File: config.mk
export PLATFORM = sky130hd
export DESIGN_NAME = fpu_issue_ctrl_flat
export DESIGN_NICKNAME = d
export VERILOG_FILES = /design/src/rtl/fpu_issue_ctrl_pkg.sv /design/src/rtl/fpu_issue_ctrl_if.sv /design/src/rtl/fpu_lat_cnt.sv /design/src/rtl/fpu_issue_ctrl.sv /design/src/flat_wrapper.sv
export SDC_FILE = /design/constraint.sdc
export NUM_CORES = 1
export LEC_CHECK = 0
export CAP_MARGIN = 10
export CORE_MARGIN = 2
export CORE_UTILIZATION = 47
export DETAILED_ROUTE_END_ITERATION = 6
export HOLD_SLACK_MARGIN = 0.06
export PLACE_DENSITY = 0.75
export SKIP_LAST_GASP = 1
export SLEW_MARGIN = 20
export SYNTH_ARGS = -nofsm -noshare
export SYNTH_HDL_FRONTEND = slang
export SYNTH_SLANG_ARGS = --single-unit
File: constraint.sdc
create_clock -name clk -period 2.3 [get_ports clk]
set_input_delay 0.69 -clock clk [delete_from_list [all_inputs] [get_ports clk]]
set_output_delay 0.69 -clock clk [all_outputs]
set_load 0.1 [all_outputs]
File: src/rtl/fpu_issue_ctrl_pkg.sv
// Shared encodings for the FP issue controller: op codes, FSM states and latency-load helper.
package fpu_ctrl_pkg;

    typedef enum logic [1:0] {
        FP_ADD = 2'b00,
        FP_SUB = 2'b01,
        FP_MUL = 2'b10,
        FP_DIV = 2'b11
    } fp_op_e;

    typedef enum logic [1:0] {
        S_IDLE = 2'd0,
        S_RUN  = 2'd1,
        S_DONE = 2'd2,
        S_RSVD = 2'd3
    } fsm_state_e;

    // Div loads the full timeout; fixed-latency ops load LAT-1 since the issue cycle counts.
    function automatic int unsigned lat_load(fp_op_e op, int unsigned add_lat,
                                             int unsigned mul_lat, int unsigned div_tmo);
        case (op)
            FP_MUL:  return mul_lat - 1;
            FP_DIV:  return div_tmo;
            default: return add_lat - 1;
        endcase
    endfunction

endpackage

File: src/rtl/fpu_issue_ctrl_if.sv
// Pipeline/hazard-unit and FP-unit handshake signals seen by the FP issue controller.
interface fpu_issue_ctrl_if;

    logic       fp_validE;
    logic [1:0] fp_opE;
    logic       flushE;
    logic       mem_stall;
    logic       fpu_done;
    logic       fpu_start;
    logic [1:0] fpu_op;
    logic       fp_stall;
    logic       fp_res_we;
    logic       fpu_busy;
    logic       fp_timeout;

    modport master (
        input  fp_validE, fp_opE, flushE, mem_stall, fpu_done,
        output fpu_start, fpu_op, fp_stall, fp_res_we, fpu_busy, fp_timeout
    );

    modport slave (
        output fp_validE, fp_opE, flushE, mem_stall, fpu_done,
        input  fpu_start, fpu_op, fp_stall, fp_res_we, fpu_busy, fp_timeout
    );

endinterface

File: src/rtl/fpu_lat_cnt.sv
// Load/decrement latency counter; is_one flags the last RUN cycle.
module fpu_lat_cnt #(
    parameter int unsigned CNT_W = 7
) (
    input  logic             clk_i,
    input  logic             rst_i,
    input  logic             load_i,
    input  logic [CNT_W-1:0] load_val_i,
    input  logic             dec_i,
    output logic             is_one_o
);

    logic [CNT_W-1:0] cnt_q, cnt_d;

    always_comb begin
        cnt_d = cnt_q;
        if (load_i) begin
            cnt_d = load_val_i;
        end else if (dec_i && (cnt_q != '0)) begin
            cnt_d = cnt_q - CNT_W'(1);
        end
    end

    always_ff @(posedge clk_i) begin
        if (rst_i) begin
            cnt_q <= '0;
        end else begin
            cnt_q <= cnt_d;
        end
    end

    assign is_one_o = (cnt_q == CNT_W'(1));

endmodule

File: src/rtl/fpu_issue_ctrl.sv
// Sequences the multi-cycle FP unit in Execute: launch, pipeline hold, and result capture.
module fpu_issue_ctrl
    import fpu_ctrl_pkg::*;
#(
    parameter int unsigned ADD_LAT = 3,
    parameter int unsigned MUL_LAT = 4,
    parameter int unsigned DIV_TMO = 64,
    parameter int unsigned CNT_W   = 7
) (
    input  logic              clk,
    input  logic              rst,
    fpu_issue_ctrl_if.master  bus
);

    fsm_state_e       state_q, state_d;
    fp_op_e           fpu_op_q, fpu_op_d;
    logic             idle, iss, is_div, cnt_is_one;
    logic [CNT_W-1:0] cnt_load_val;

    // The reserved encoding behaves exactly like IDLE.
    assign idle   = (state_q != S_RUN) && (state_q != S_DONE);
    assign iss    = idle && bus.fp_validE && !bus.flushE && !bus.mem_stall;
    assign is_div = (fpu_op_q == FP_DIV);

    assign cnt_load_val = CNT_W'(lat_load(fp_op_e'(bus.fp_opE), ADD_LAT, MUL_LAT, DIV_TMO));

    fpu_lat_cnt #(
        .CNT_W (CNT_W)
    ) u_lat_cnt (
        .clk_i      (clk),
        .rst_i      (rst),
        .load_i     (iss),
        .load_val_i (cnt_load_val),
        .dec_i      (state_q == S_RUN),
        .is_one_o   (cnt_is_one)
    );

    always_ff @(posedge clk) begin
        if (rst) begin
            state_q  <= S_IDLE;
            fpu_op_q <= FP_ADD;
        end else begin
            state_q  <= state_d;
            fpu_op_q <= fpu_op_d;
        end
    end

    always_comb begin
        state_d  = state_q;
        fpu_op_d = fpu_op_q;
        case (state_q)
            S_RUN: begin
                if (cnt_is_one || (is_div && bus.fpu_done)) begin
                    state_d = S_DONE;
                end
            end
            S_DONE: begin
                if (!bus.mem_stall) begin
                    state_d = S_IDLE;
                end
            end
            default: begin
                state_d = S_IDLE;
                if (iss) begin
                    state_d  = S_RUN;
                    fpu_op_d = fp_op_e'(bus.fp_opE);
                end
            end
        endcase
    end

    always_comb begin
        bus.fpu_start  = iss;
        bus.fp_stall   = iss;
        bus.fp_res_we  = 1'b0;
        bus.fp_timeout = 1'b0;
        bus.fpu_busy   = !idle;
        case (state_q)
            S_RUN: begin
                bus.fp_stall   = 1'b1;
                // A done arriving on the last count is a normal completion.
                bus.fp_timeout = is_div && cnt_is_one && !bus.fpu_done;
            end
            S_DONE: begin
                bus.fp_res_we = !bus.mem_stall;
            end
            default: ;
        endcase
    end

    assign bus.fpu_op = fpu_op_q;

endmodule

File: src/flat_wrapper.sv
// flat-port wrapper written by rule: the top's interface ports become plain ports
module fpu_issue_ctrl_flat import fpu_ctrl_pkg::*;
#(
    parameter int unsigned ADD_LAT = 3,
    parameter int unsigned MUL_LAT = 4,
    parameter int unsigned DIV_TMO = 64,
    parameter int unsigned CNT_W   = 7
)
  (clk, rst, bus_fp_validE, bus_fp_opE, bus_flushE, bus_mem_stall, bus_fpu_done, bus_fpu_start, bus_fpu_op, bus_fp_stall, bus_fp_res_we, bus_fpu_busy, bus_fp_timeout);
  fpu_issue_ctrl_if bus_i ();
  input  logic clk;
  input  logic rst;
  input wire logic [$bits(bus_i.fp_validE)-1:0] bus_fp_validE;
  input wire logic [$bits(bus_i.fp_opE)-1:0] bus_fp_opE;
  input wire logic [$bits(bus_i.flushE)-1:0] bus_flushE;
  input wire logic [$bits(bus_i.mem_stall)-1:0] bus_mem_stall;
  input wire logic [$bits(bus_i.fpu_done)-1:0] bus_fpu_done;
  output wire logic [$bits(bus_i.fpu_start)-1:0] bus_fpu_start;
  output wire logic [$bits(bus_i.fpu_op)-1:0] bus_fpu_op;
  output wire logic [$bits(bus_i.fp_stall)-1:0] bus_fp_stall;
  output wire logic [$bits(bus_i.fp_res_we)-1:0] bus_fp_res_we;
  output wire logic [$bits(bus_i.fpu_busy)-1:0] bus_fpu_busy;
  output wire logic [$bits(bus_i.fp_timeout)-1:0] bus_fp_timeout;
  assign bus_i.fp_validE = bus_fp_validE;
  assign bus_i.fp_opE = bus_fp_opE;
  assign bus_i.flushE = bus_flushE;
  assign bus_i.mem_stall = bus_mem_stall;
  assign bus_i.fpu_done = bus_fpu_done;
  assign bus_fpu_start = bus_i.fpu_start;
  assign bus_fpu_op = bus_i.fpu_op;
  assign bus_fp_stall = bus_i.fp_stall;
  assign bus_fp_res_we = bus_i.fp_res_we;
  assign bus_fpu_busy = bus_i.fpu_busy;
  assign bus_fp_timeout = bus_i.fp_timeout;
  fpu_issue_ctrl #(.ADD_LAT(ADD_LAT), .MUL_LAT(MUL_LAT), .DIV_TMO(DIV_TMO), .CNT_W(CNT_W)) u_core (.clk(clk), .rst(rst), .bus(bus_i));
endmodule
# Word level (Yosys, flattened, before mapping)
# Index checks and enable logic that the tools add are counted.
# Widths: inputs -> output; s select.
[word_totals] reg_bits=11 input_bits=8 output_inout_bits=7
[classes] n_addsub=1 eq_ne=10 mux=10 n_bitwise=1 n_reduce_logical=18
[ops] op="$mux 7" n=2
[ops] op="$pmux 7 s2" n=1
[ops] op="$eq 2x2->1 const B" n=4
[ops] op="$logic_and 1x1->1" n=8
[ops] op="$eq 7x1->1 const B" n=1
[ops] op="$reduce_bool 7->1" n=1
[ops] op="$sub 7x1->7 const B" n=1
[ops] op="$logic_not 1->1" n=4
[ops] op="$mux 1" n=4
[ops] op="$mux 2" n=2
[ops] op="$ne 2x1->1 const B" n=2
[ops] op="$ne 2x2->1 const B" n=2
[ops] op="$pmux 2 s2" n=1
[ops] op="$reduce_and 2->1" n=2
[ops] op="$eq 2x1->1 const B" n=1
[ops] op="$reduce_bool 2->1" n=1
[ops] op="$reduce_or 2->1" n=1
[ops] op="$logic_or 1x1->1" n=1
[ops] op="$not 1->1" n=1

# Depth between registers and ports, before layout
# Gate-level depths: netlist of the first run.
[logic_depth] ltp_word=7 ltp_mapped=7

# Cells and area by module
# Synthesis of the first run repeated with hierarchy kept, for this count alone.
[unflattened] cells_unflattened=90 area_unflattened_um2=742.0
[by_module_without_submodules] mod="fpu_lat_cnt" instances=1 cells_each=58 area_per_inst_um2=481.7 seq_area_each_um2=140.1
[by_module_without_submodules] mod="fpu_issue_ctrl" instances=1 cells_each=32 area_per_inst_um2=260.2 seq_area_each_um2=80.1

# Least setup slack after synthesis of the first run
# OpenSTA, ideal clock, no wires.
[synth_path] kind="register to output" start="reg u_core.fpu_op_q[0], in the netlist u_core.bus.fpu_op[0]" end="out bus_fp_timeout" arrival_ps=3194 required_time_ps=1610 slack_ps=-1584 stages_incl_launch_ff=3 cell_sequence="dfxtp_1 -> nand4b_1 -> nor3_1"
[synth_via] elab_chain_len=4
[synth_lines] item="from (decl)" line="fpu_issue_ctrl.sv:16" source="fp_op_e fpu_op_q, fpu_op_d;"
[synth_lines] item="from (signal assigned)" line="fpu_issue_ctrl.sv:44" source="fpu_op_q <= fpu_op_d;"
[synth_lines] item="$eq 2x2->1" line="fpu_issue_ctrl.sv:23" source="assign is_div = (fpu_op_q == FP_DIV);"
[synth_lines] item="$logic_and 1x1->1 (2 in series)" line="fpu_issue_ctrl.sv:82" source="bus.fp_timeout = is_div && cnt_is_one && !bus.fpu_done;"
[synth_lines] item="$mux 1" line="fpu_issue_ctrl.sv:78" source="case (state_q)"
[synth_lines] item="to (decl)" line="flat_wrapper.sv:23" source="output wire logic [$bits(bus_i.fp_timeout)-1:0] bus_fp_timeout;"
# Every way passes these cells.

# Worst setup path after layout of the first run
[layout_path] start="reg u_core.u_lat_cnt.cnt_q[0]" end="out bus_fp_timeout"
[layout_via] elab_chain_len=4
[layout_lines] item="from (decl)" line="fpu_lat_cnt.sv:13" source="logic [CNT_W-1:0] cnt_q, cnt_d;"
[layout_lines] item="from (signal assigned)" line="fpu_lat_cnt.sv:28" source="cnt_q <= cnt_d;"
[layout_lines] item="$eq 7x1->1" line="fpu_lat_cnt.sv:32" source="assign is_one_o = (cnt_q == CNT_W'(1));"
[layout_lines] item="$logic_and 1x1->1 (2 in series)" line="fpu_issue_ctrl.sv:82"
[layout_lines] item="$mux 1" line="fpu_issue_ctrl.sv:78"
# Every way passes these cells.

==> reports/results.tsv, run 1 <==
stage	metric	value	unit
status	outcome	complete, but fails checks	
status	violated checks	negative setup slack	
die	Chip Height	41.6	um
timing	number of hold violations in the final report	0	
die	number of placement rows	13	
timing	worst-margin pin slew	0.281	ns
finish	Finished Cell Area	987	um2
placed_design	GPL Wtd Cong	0.778	
power_and_ir_drop	Tot Pwr	0.000467	W
finish	utilization after layout	0.749	
critical_path	worst reg2reg path endpoint	u_core.u_lat_cnt.cnt_q[1]	
critical_path	startpoint type of the worst setup path	flop	
routing	post-DR vias/cell	5.36	
timing	final setup violating endpoints	1	
finish	commonest cells after routing, fill and taps aside	10 x sky130_fd_sc_hd__buf_4, 8 x sky130_fd_sc_hd__nand2_1, 8 x sky130_fd_sc_hd__nor2_1, 7 x sky130_fd_sc_hd__inv_1, 7 x sky130_fd_sc_hd__dfxtp_1	
power_and_ir_drop	leakage	0.397	nW
clocking	CTS root buffer	sky130_fd_sc_hd__clkbuf_4	
critical_path	data arrival at the endpoint of the critical path	1.63	ns
critical_path	worst reg2reg setup slack	0.51	ns
routing	drt initial violations	6	
synth	sequential-to-total area share from yosys stat	0.331	
timing	Slew Viols, Final	0	
power_and_ir_drop	switching pwr	0.000151	W
clocking	count of hold-fix buffers inserted at cts	0	
hold_path	type of the tightest min-delay check	flop to flop	
power_and_ir_drop	share of power burned in combinational logic	0.275	
timing	Final Worst Setup Slack	-0.0199	ns
critical_path	worst flop-to-flop path startpoint	u_core.state_q[0]	
routing	detail-routed net length per standard cell	11.8	um
power_and_ir_drop	worst IR drop on VDD	0.383	mV
timing	clock tree skew after final layout	0.00857	ns
power_and_ir_drop	relative contribution of sequential cells to total power	0.438	
clocking	clock latency at the later pin of the worst-skew pair	0.27	ns
synth	Post-synth EDFFs	0	
finish	most common cell after layout, fill and taps aside	sky130_fd_sc_hd__buf_4	
synth	Post-Synthesis Cells	80	
placed_design	input/output buffers	14	
synth	number of distinct library cell variants in the gate-level netlist after synthesis	29	
critical_path	worst-case reg-to-reg path depth	9	
critical_path	CP Launch Point	u_core.u_lat_cnt.cnt_q[0]	
synth	synthesized cell area	664	um2
timing	setup repair after global routing missed its margin	true	
placed_design	placed inst area	920	um2
placed_design	HPWL after detailed placement	1.12	mm
clocking	clock tree from TritonCTS	yes	
finish	share of cells above drive strength 1	0.340	
die	placeable core region	1320	um2
routing	count of nets left with antenna violations after detail routing	0	
global_routing	largest net degree at the start of global routing	9	
timing	achievable frequency	431	MHz
finish	Layout Nets	117	
timing	shortest clock period the worst path allows after layout	2.32	ns
critical_path	worst setup path endpoint	bus_fp_timeout	
clocking	clock sinks	11	
die	Boundary Pins	15	
critical_path	crit path max fanout	4	
routing	number of search-and-repair iterations in the first detailed-routing pass	4	
synth	main flop type after synthesis	sky130_fd_sc_hd__dfxtp_1	
finish	synthesis-to-finish area growth	48.6	%
global_routing	first-pass GRT wire length	2.64	mm
power_and_ir_drop	part of the total power dissipated in the clock network	0.287	
critical_path	category of the worst setup path capture point	output pin	
die	die footprint	1730	um2
global_routing	antenna violations before repair	0	
synth	post-synthesis net count	93	
power_and_ir_drop	internal power contribution	0.000316	W
clocking	H-Tree Depth	1	
clocking	total clock buffers created by CTS	3	
die	Horiz. Die Dim	41.6	um
synth	Avg Synthesized Cell Area	8.30	um2
timing	post-route fraction of the period consumed by the critical path	1.01	
power_and_ir_drop	pwr/cell area	473	nW/um2
routing	routed wire length	1.39	mm
clocking	clk buf depth	2	
run	max capacitance violation total	0	
global_routing	aggregate global routing overflow	0	
power_and_ir_drop	fraction of power spent switching nets	0.323	
synth	synthesis-stage register bit count	11	
die	initial core utilization	0.504	
routing	vias after detailed routing	633	
routing	number of DRC violations after detailed routing	0	
global_routing	overall routing resource usage	0.193	
critical_path	classification of the worst setup path	flop to output pin	
global_routing	vias in the first global route	652	
synth	fraction of registers with async set/reset	0	
synth	synthesis warning total	0	
timing	Slew Limit Headroom	0.814	
finish	final antenna diode count	0	
critical_path	required time of the critical path	1.61	ns
timing	worst hold slack after final layout	0.480	ns
clocking	clock-pin transition on the worst setup and hold timing paths	0.08	ns
==> logic make-up (layout without fill, tap and decap cells) <==
logic type | after synthesis | after routing | share of synthesized area
adders and majority gates | 5 | 5 | 0.0942
AOI/OAI and AO/OA | 15 | 15 | 0.186
and+or+nand+nor | 31 | 31 | 0.247
buffers and inverters | 13 | 36 | 0.0753
xor gates and xnor gates | 5 | 5 | 0.0659
DFF | 11 | 11 | 0.331
==> flip-flops by register name, indices dropped and copies added, names as in the netlist <==
name and count:
u_core.u_lat_cnt.cnt_q 7, u_core.bus.fpu_op 2, u_core.state_q 2
==> worst min-delay path by stage <==
stage                         startpoint                   end  slack (ns)  depth (start not counted)
finish              u_core.bus.fpu_op[1]  u_core.bus.fpu_op[1]        0.48                          2
global placement    u_core.bus.fpu_op[1]  u_core.bus.fpu_op[1]        0.46                          2
floorplan              u_core.state_q[1]     u_core.state_q[1]        0.47                          2
detailed placement  u_core.bus.fpu_op[1]  u_core.bus.fpu_op[1]        0.47                          2
CTS                 u_core.bus.fpu_op[1]  u_core.bus.fpu_op[1]        0.48                          2
global route        u_core.bus.fpu_op[1]  u_core.bus.fpu_op[1]        0.50                          2
==> repair_timing <==
action                                  in CTS  in global routing
cloned                                       0                  0
resized for setup                            9                  2
endpoints found under the setup margin       3                  1
setup buffers                                3                  0
pin swaps                                    2                  1
==> critical path: stages (launching register included) <==
cell	delay [ns]
sky130_fd_sc_hd__dfxtp_2	0.38
sky130_fd_sc_hd__ha_4	0.13
sky130_fd_sc_hd__or4b_4	0.48
sky130_fd_sc_hd__nor3_4	0.16
sky130_fd_sc_hd__buf_12	0.20
==> per-layer routing <==
metal / global-route usage / vias to the layer above / share of wire
li1: - / 322 / -
met1: 0.245 / 296 / 0.46
met2: 0.325 / 13 / 0.49
met3: 0.0435 / 2 / 0.034
met4: 0.0581 / 0 / 0.010
met5: 0 / - / 0
==> through the flow <==
stage / setup WS [ns] / setup TNS, ns / cells
2_1_floorplan: -0.176 / -0.176 / 80
3_3_place_gp: -0.126 / -0.334 / 111
3_5_place_dp: -0.141 / -0.351 / 111
4_1_cts: -0.0627 / -0.0627 / 118
5_1_grt: -0.0906 / -0.0906 / 118
6_report: -0.0199 / -0.0199 / 118
==> Yosys cell counts (2+ instances only) <==
master / instances / share of area
sky130_fd_sc_hd__o211ai_1: 3 / 0.034
sky130_fd_sc_hd__nand4_1: 2 / 0.019
sky130_fd_sc_hd__nor3_1: 4 / 0.030
sky130_fd_sc_hd__ha_1: 5 / 0.094
sky130_fd_sc_hd__a21oi_1: 4 / 0.030
sky130_fd_sc_hd__clkbuf_1: 3 / 0.017
sky130_fd_sc_hd__nand2_1: 9 / 0.051
sky130_fd_sc_hd__xor2_1: 4 / 0.053
sky130_fd_sc_hd__inv_1: 9 / 0.051
sky130_fd_sc_hd__dfxtp_1: 11 / 0.33
sky130_fd_sc_hd__nor2_1: 8 / 0.045
==> power by group through the flow <==
stage          logic [W]  clock network, W  registers [W]
2_1_floorplan  0.0000719                 0       0.000215
3_3_place_gp    0.000122                 0       0.000208
3_5_place_dp    0.000124                 0       0.000208
4_1_cts         0.000128          0.000136       0.000204
5_1_grt         0.000139          0.000145       0.000206
6_report        0.000128          0.000134       0.000205
==> area by class of cell <==
type,instances,area [um2]
Clock buffer,3,22.5
Multi-Input combinational cell,56,427
Inverter,9,37.5
Fill cell,100,330
Clock inverter,1,5.00
Timing Repair Buffer,23,251
Tap cell,15,18.8
Sequential cell,11,225
(Power assumes the default switching activity.)
==> inputs of run 2 (changes only) <==
Settings changed: MAX_ROUTING_LAYER set to met4.
==> run 2 against run 1 <==
- the run still ends with negative setup slack left
- register-to-register slack hardly changed
- combinational power about the same
- worst setup slack hardly changed
- hold slack hardly changed
- critical path depth is the same
- die area stayed put
- count of clock-buffer cells in the layout stayed put
- wire length shrank 0.57%
- flip-flop and latch count unchanged
- cell area is the same
- clock skew hardly changed
- critical path type unchanged
- largest cell class unchanged
- highest routed layer unchanged
==> reports/results.tsv, run 2 (synthesis gave the netlist of run 1 again) <==
stage	metric	value	unit	change
status	outcome	complete, but fails checks		unchanged
timing	Slew Limit Headroom	0.814		about the same
routing	post-DR vias/cell	5.30		was 5.36
timing	number of hold violations in the final report	0		unchanged
clocking	total clock buffers created by CTS	3		unchanged
die	initial core utilization	0.504		unchanged
clocking	clock sinks	11		unchanged
timing	shortest clock period the worst path allows after layout	2.32	ns	about the same
global_routing	largest net degree at the start of global routing	9		unchanged
global_routing	antenna violations before repair	0		unchanged
timing	worst hold slack after final layout	0.480	ns	about the same
timing	Slew Viols, Final	0		unchanged
clocking	clock tree from TritonCTS	yes		unchanged
routing	vias after detailed routing	625		was 633
critical_path	worst setup path endpoint	bus_fp_timeout		unchanged
finish	Layout Nets	117		unchanged
finish	commonest cells after routing, fill and taps aside	10 x sky130_fd_sc_hd__buf_4, 8 x sky130_fd_sc_hd__nand2_1, 8 x sky130_fd_sc_hd__nor2_1, 7 x sky130_fd_sc_hd__inv_1, 7 x sky130_fd_sc_hd__dfxtp_1		unchanged
global_routing	aggregate global routing overflow	0		unchanged
die	Chip Height	41.6	um	unchanged
timing	post-route fraction of the period consumed by the critical path	1.01		about the same
critical_path	classification of the worst setup path	flop to output pin		unchanged
timing	worst-margin pin slew	0.281	ns	about the same
critical_path	crit path max fanout	4		unchanged
critical_path	category of the worst setup path capture point	output pin		unchanged
placed_design	HPWL after detailed placement	1.12	mm	unchanged
critical_path	number of logic stages on the critical path including buffering	4		unchanged
timing	clock tree skew after final layout	0.00839	ns	was 0.00857 ns
finish	Largest Register	u_core.u_lat_cnt.cnt_q		unchanged
die	number of placement rows	13		unchanged
finish	footprint of the flip-flops and latches	225	um2	unchanged
die	Boundary Pins	15		unchanged
timing	setup repair after global routing missed its margin	true		unchanged
critical_path	worst-case reg-to-reg path depth	9		unchanged
clocking	H-Tree Depth	1		unchanged
power_and_ir_drop	leakage	0.397	nW	unchanged
global_routing	vias in the first global route	652		unchanged
critical_path	CP Launch Point	u_core.u_lat_cnt.cnt_q[0]		unchanged
routing	drt initial violations	10		was 6
finish	number of flip-flops under the largest register name	7		unchanged
critical_path	CP max-delay cell	sky130_fd_sc_hd__or4b_4		unchanged
routing	detail-routed net length per standard cell	11.7	um	was 11.8 um
finish	most common cell after layout, fill and taps aside	sky130_fd_sc_hd__buf_4		unchanged
finish	synthesis-to-finish area growth	48.6	%	unchanged
timing	final setup violating endpoints	1		unchanged
finish	FILL cells	100		unchanged
die	placeable core region	1320	um2	unchanged
die	die footprint	1730	um2	unchanged
status	violated checks	negative setup slack		unchanged
finish	final antenna diode count	0		unchanged
critical_path	max incr delay on CP	0.48	ns	about the same
clocking	clock-pin transition on the worst setup and hold timing paths	0.08	ns	about the same
clocking	count of hold-fix buffers inserted at cts	0		unchanged
power_and_ir_drop	worst IR drop on VDD	0.383	mV	about the same
placed_design	GPL Wtd Cong	0.788		was 0.778
routing	count of nets left with antenna violations after detail routing	0		unchanged
clocking	clk buf depth	2		unchanged
run	max capacitance violation total	0		unchanged
die	Horiz. Die Dim	41.6	um	unchanged
clocking	CTS root buffer	sky130_fd_sc_hd__clkbuf_4		unchanged
critical_path	data arrival at the endpoint of the critical path	1.63	ns	about the same
finish	combined area of the multi-input logic cells	427	um2	unchanged
critical_path	worst reg2reg setup slack	0.51	ns	about the same
critical_path	required time of the critical path	1.61	ns	about the same
routing	number of search-and-repair iterations in the first detailed-routing pass	4		unchanged
critical_path	sum of buffers and inverters on the critical path	1		unchanged
global_routing	first-pass GRT wire length	2.64	mm	unchanged
clocking	clock latency at the later pin of the worst-skew pair	0.27	ns	about the same
critical_path	sequence of cells on the critical path	ha_4 -> or4b_4 -> nor3_4 -> buf_12		unchanged
routing	number of DRC violations after detailed routing	0		unchanged
critical_path	worst reg2reg path endpoint	u_core.u_lat_cnt.cnt_q[1]		unchanged
placed_design	input/output buffers	14		unchanged
global_routing	overall routing resource usage	0.199		was 0.193
critical_path	family of cells with the greatest summed delay on the critical path	simple AND/OR/NAND/NOR gates		unchanged
routing	routed wire length	1.39	mm	about the same
power_and_ir_drop	pwr/cell area	473	nW/um2	about the same
finish	share of cells above drive strength 1	0.340		unchanged
critical_path	worst flop-to-flop path startpoint	u_core.state_q[0]		unchanged
timing	Final Worst Setup Slack	-0.0199	ns	about the same
hold_path	type of the tightest min-delay check	flop to flop		unchanged
timing	achievable frequency	431	MHz	unchanged
timing	Fin Setup TNS	-0.0199	ns	about the same
critical_path	startpoint type of the worst setup path	flop		unchanged
run 2: cell counts in the layout (fill, tap and decap cells not counted):
Identical to the previous run, type by type.
run 2: layer usage:
metal,vias up,part of all wire,track usage
met5,-,0,-
met4,0,0.010,0.0581
met3,2,0.028,0.0391
met2,9,0.50,0.325
met1,292,0.46,0.247
li1,322,-,-
run 2: metrics by stage:
step                      instance area (um2)  setup slack (ns)  total power, W  utilization  cells
after floorplan                           688            -0.176        0.000287            -     80
after global placement                    920            -0.126        0.000330        0.698    111
after detailed placement                  920            -0.141        0.000332        0.698    111
after CTS                                 975           -0.0627        0.000468        0.740    118
after global routing                      987           -0.0906        0.000490        0.749    118
final                                     987           -0.0199        0.000467        0.749    118
run 2: worst min-delay path, cell delays in order, from the launching register on:
cell,delay [ns]
sky130_fd_sc_hd__dfxtp_2,0.33
sky130_fd_sc_hd__nand2_1,0.06
sky130_fd_sc_hd__a21oi_1,0.05
run 2: how the worst min path moves through the flow:
| stage | start | endpoint | slack, ns | depth (start not counted) |
|---|---|---|---|---|
| floorplan | u_core.state_q[1] | u_core.state_q[1] | 0.47 | 2 |
| global placement | u_core.bus.fpu_op[1] | u_core.bus.fpu_op[1] | 0.46 | 2 |
| detailed placement | u_core.bus.fpu_op[1] | u_core.bus.fpu_op[1] | 0.47 | 2 |
| CTS | u_core.bus.fpu_op[1] | u_core.bus.fpu_op[1] | 0.48 | 2 |
| global route | u_core.bus.fpu_op[1] | u_core.bus.fpu_op[1] | 0.50 | 2 |
| finish | u_core.bus.fpu_op[1] | u_core.bus.fpu_op[1] | 0.48 | 2 |
run 2: layout make-up:
cell class / instances / share of cell area
flip-flops and latches: 11 / 0.228
well taps: 15 / 0.0190
clock inverters: 1 / 0.00507
clock buffers: 3 / 0.0228
inverters: 9 / 0.0380
repair buffers: 23 / 0.255
multi-input cells: 56 / 0.432
run 2: timing repair:
item,in CTS,in global routing
setup endpoints to repair,3,1
pin swaps,2,1
buffers inserted,3,0
resized for setup,9,2
run 2: power by group:
part | switching (W) | internal [W]
Clock | 0.0000696 | 0.0000644
Combinational | 0.0000741 | 0.0000542
Sequential | 0.00000692 | 0.000198
==> inputs of run 3 (changes only) <==
Settings changed: CORE_MARGIN 2 to unset.
==> run 3 against run 2 <==
- the flow still finishes with violations (negative setup slack)
- flip-flop and latch count is the same
- first-iteration DRC count shrank 10%
- hold slack lost 0.0049 ns
- clock skew shrank 0.0033 ns
- worst setup slack gained 0.013 ns
- utilization grew 3.5 points
- critical path type unchanged
- largest cell class unchanged
- highest routed layer unchanged
==> reports/results.tsv, run 3 (synthesis gave the netlist of run 1 again) <==
stage	metric	value	unit	change
die	die footprint	1570	um2	was 1730 um2
routing	total met2 wirelength after detailed routing	785	um	was 691 um
timing	number of hold violations in the final report	0		unchanged
timing	post-route fraction of the period consumed by the critical path	1.00		was 1.01
die	initial core utilization	0.511		was 0.504
global_routing	vias in the first global route	622		was 652
critical_path	family of cells with the greatest summed delay on the critical path	simple AND/OR/NAND/NOR gates		unchanged
routing	number of search-and-repair iterations in the first detailed-routing pass	4		unchanged
die	placeable core region	1300	um2	was 1320 um2
clocking	H-Tree Depth	1		unchanged
timing	Fin Setup TNS	-0.00664	ns	was -0.0199 ns
global_routing	aggregate global routing overflow	0		unchanged
routing	number of DRC violations after detailed routing	0		unchanged
clocking	clock sinks	11		unchanged
power_and_ir_drop	leakage	0.415	nW	was 0.397 nW
global_routing	first-pass GRT wire length	2.61	mm	was 2.64 mm
finish	Layout Nets	121		was 117
status	outcome	complete, but fails checks		unchanged
routing	detail-routed net length per standard cell	12.8	um	was 11.7 um
die	number of placement rows	13		unchanged
global_routing	overall routing resource usage	0.265		was 0.199
timing	setup repair after global routing missed its margin	true		unchanged
power_and_ir_drop	pwr/cell area	468	nW/um2	was 473 nW/um2
timing	achievable frequency	434	MHz	was 431 MHz
die	Chip Height	39.6	um	was 41.6 um
die	Horiz. Die Dim	39.6	um	was 41.6 um
critical_path	category of the worst setup path capture point	output pin		unchanged
timing	shortest clock period the worst path allows after layout	2.31	ns	was 2.32 ns
clocking	clock tree from TritonCTS	yes		unchanged
critical_path	required time of the critical path	1.61	ns	about the same
critical_path	sum of buffers and inverters on the critical path	2		was 1
finish	Largest Register	u_core.u_lat_cnt.cnt_q		unchanged
finish	commonest cells after routing, fill and taps aside	14 x sky130_fd_sc_hd__buf_4, 8 x sky130_fd_sc_hd__nand2_1, 8 x sky130_fd_sc_hd__nor2_1, 7 x sky130_fd_sc_hd__inv_1, 7 x sky130_fd_sc_hd__dfxtp_1		was 10 x sky130_fd_sc_hd__buf_4, 8 x sky130_fd_sc_hd__nand2_1, 8 x sky130_fd_sc_hd__nor2_1, 7 x sky130_fd_sc_hd__inv_1, 7 x sky130_fd_sc_hd__dfxtp_1
routing	topmost layer with routed signal wires	met4		unchanged
placed_design	input/output buffers	14		unchanged
run	max capacitance violation total	0		unchanged
clocking	CTS root buffer	sky130_fd_sc_hd__clkbuf_4		unchanged
timing	worst-margin pin slew	0.278	ns	was 0.281 ns
die	Boundary Pins	15		unchanged
power_and_ir_drop	Tot Pwr	0.000478	W	was 0.000467 W
timing	Final Worst Setup Slack	-0.00664	ns	was -0.0199 ns
critical_path	data arrival at the endpoint of the critical path	1.62	ns	was 1.63 ns
clocking	clock-pin transition on the worst setup and hold timing paths	0.07	ns	was 0.08 ns
finish	synthesis-to-finish area growth	53.7	%	was 48.6%
timing	final setup violating endpoints	1		unchanged
routing	drt initial violations	9		was 10
critical_path	sequence of cells on the critical path	inv_2 -> ha_4 -> or4b_4 -> nor3_4 -> buf_12		was ha_4 -> or4b_4 -> nor3_4 -> buf_12
clocking	total clock buffers created by CTS	3		unchanged
finish	number of non-filler instances in the completed layout	122		was 118
critical_path	classification of the worst setup path	flop to output pin		unchanged
clocking	clock latency at the later pin of the worst-skew pair	0.27	ns	about the same
routing	vias after detailed routing	668		was 625
critical_path	startpoint type of the worst setup path	flop		unchanged
finish	most common cell after layout, fill and taps aside	sky130_fd_sc_hd__buf_4		unchanged
hold_path	type of the tightest min-delay check	flop to flop		unchanged
critical_path	CP max-delay cell	sky130_fd_sc_hd__or4b_4		unchanged
routing	count of nets left with antenna violations after detail routing	0		unchanged
finish	share of cells above drive strength 1	0.355		was 0.340
finish	number of flip-flops under the largest register name	7		unchanged
critical_path	crit path max fanout	2		was 4
routing	post-DR vias/cell	5.48		was 5.30
routing	met1 wire length	690	um	was 639 um
routing	met3 routed WL	53	um	was 39 um
routing	routed wire length	1.56	mm	was 1.39 mm
timing	Slew Viols, Final	0		unchanged
placed_design	HPWL after detailed placement	1.11	mm	was 1.12 mm
timing	Slew Limit Headroom	0.816		was 0.814
global_routing	largest net degree at the start of global routing	9		unchanged
timing	clock tree skew after final layout	0.00508	ns	was 0.00839 ns
placed_design	GPL Wtd Cong	0.800		was 0.788
placed_design	cell count after placement	112		was 111
clocking	count of hold-fix buffers inserted at cts	0		unchanged
finish	final antenna diode count	0		unchanged
global_routing	antenna violations before repair	0		unchanged
status	violated checks	negative setup slack		unchanged
clocking	clk buf depth	2		unchanged
power_and_ir_drop	worst IR drop on VDD	0.456	mV	was 0.383 mV
critical_path	max incr delay on CP	0.48	ns	about the same
run 3: area by class of cell:
type	instances	area (um2)
well taps	15	18.8
flip-flops and latches	11	225
clock buffers	4	26.3
repair buffers	27	282
fillers	90	280
inverters	9	37.5
multi-input cells	56	432
run 3: report_power, final:
part | internal, W | total (W) | switching [W]
combinational | 0.0000600 | 0.000138 | 0.0000783
sequential | 0.000198 | 0.000204 | 0.00000620
clock | 0.0000673 | 0.000135 | 0.0000681
total | 0.000325 | 0.000478 | 0.000153
run 3: repair_timing:
| action | 4_1_cts | 5_1_grt |
|---|---|---|
| endpoints found under the setup margin | 4 | 1 |
| buffers inserted | 6 | 0 |
| pin swaps | 2 | 1 |
| endpoints found under the hold margin | 0 | 0 |
| gates resized for setup | 12 | 0 |
run 3: stage by stage:
stage                     utilization  setup slack, ns  hold slack [ns]  instance area, um2
after floorplan                     -           -0.176            0.474                 688
after global placement          0.713           -0.131            0.464                 927
after detailed placement        0.713           -0.147            0.464                 927
after CTS                       0.785          -0.0604            0.476                1020
after global routing            0.785          -0.0561            0.502                1020
final                           0.785         -0.00664            0.475                1020
run 3: tightest hold or removal path: stages (launching register included):
cell and delay [ns]:
sky130_fd_sc_hd__dfxtp_2 0.34, sky130_fd_sc_hd__nand2_1 0.05, sky130_fd_sc_hd__a21oi_1 0.05
run 3: worst paths after layout:
path | startpoint | to | slack [ns] | cells after the start
setup reg to reg | u_core.u_lat_cnt.cnt_q[0] | u_core.u_lat_cnt.cnt_q[1] | 0.41 | 7
hold reg to reg | u_core.bus.fpu_op[1] | u_core.bus.fpu_op[1] | 0.47 | 2
hold / removal | u_core.bus.fpu_op[1] | u_core.bus.fpu_op[1] | 0.47 | 2
setup / recovery | u_core.u_lat_cnt.cnt_q[1] | bus_fp_timeout | -0.007 | 5
run 3: metal layers:
layer,vias to the layer above,track usage
li1,333,-
met1,313,0.311
met2,17,0.443
met3,5,0.0511
met4,0,0.103
met5,-,-
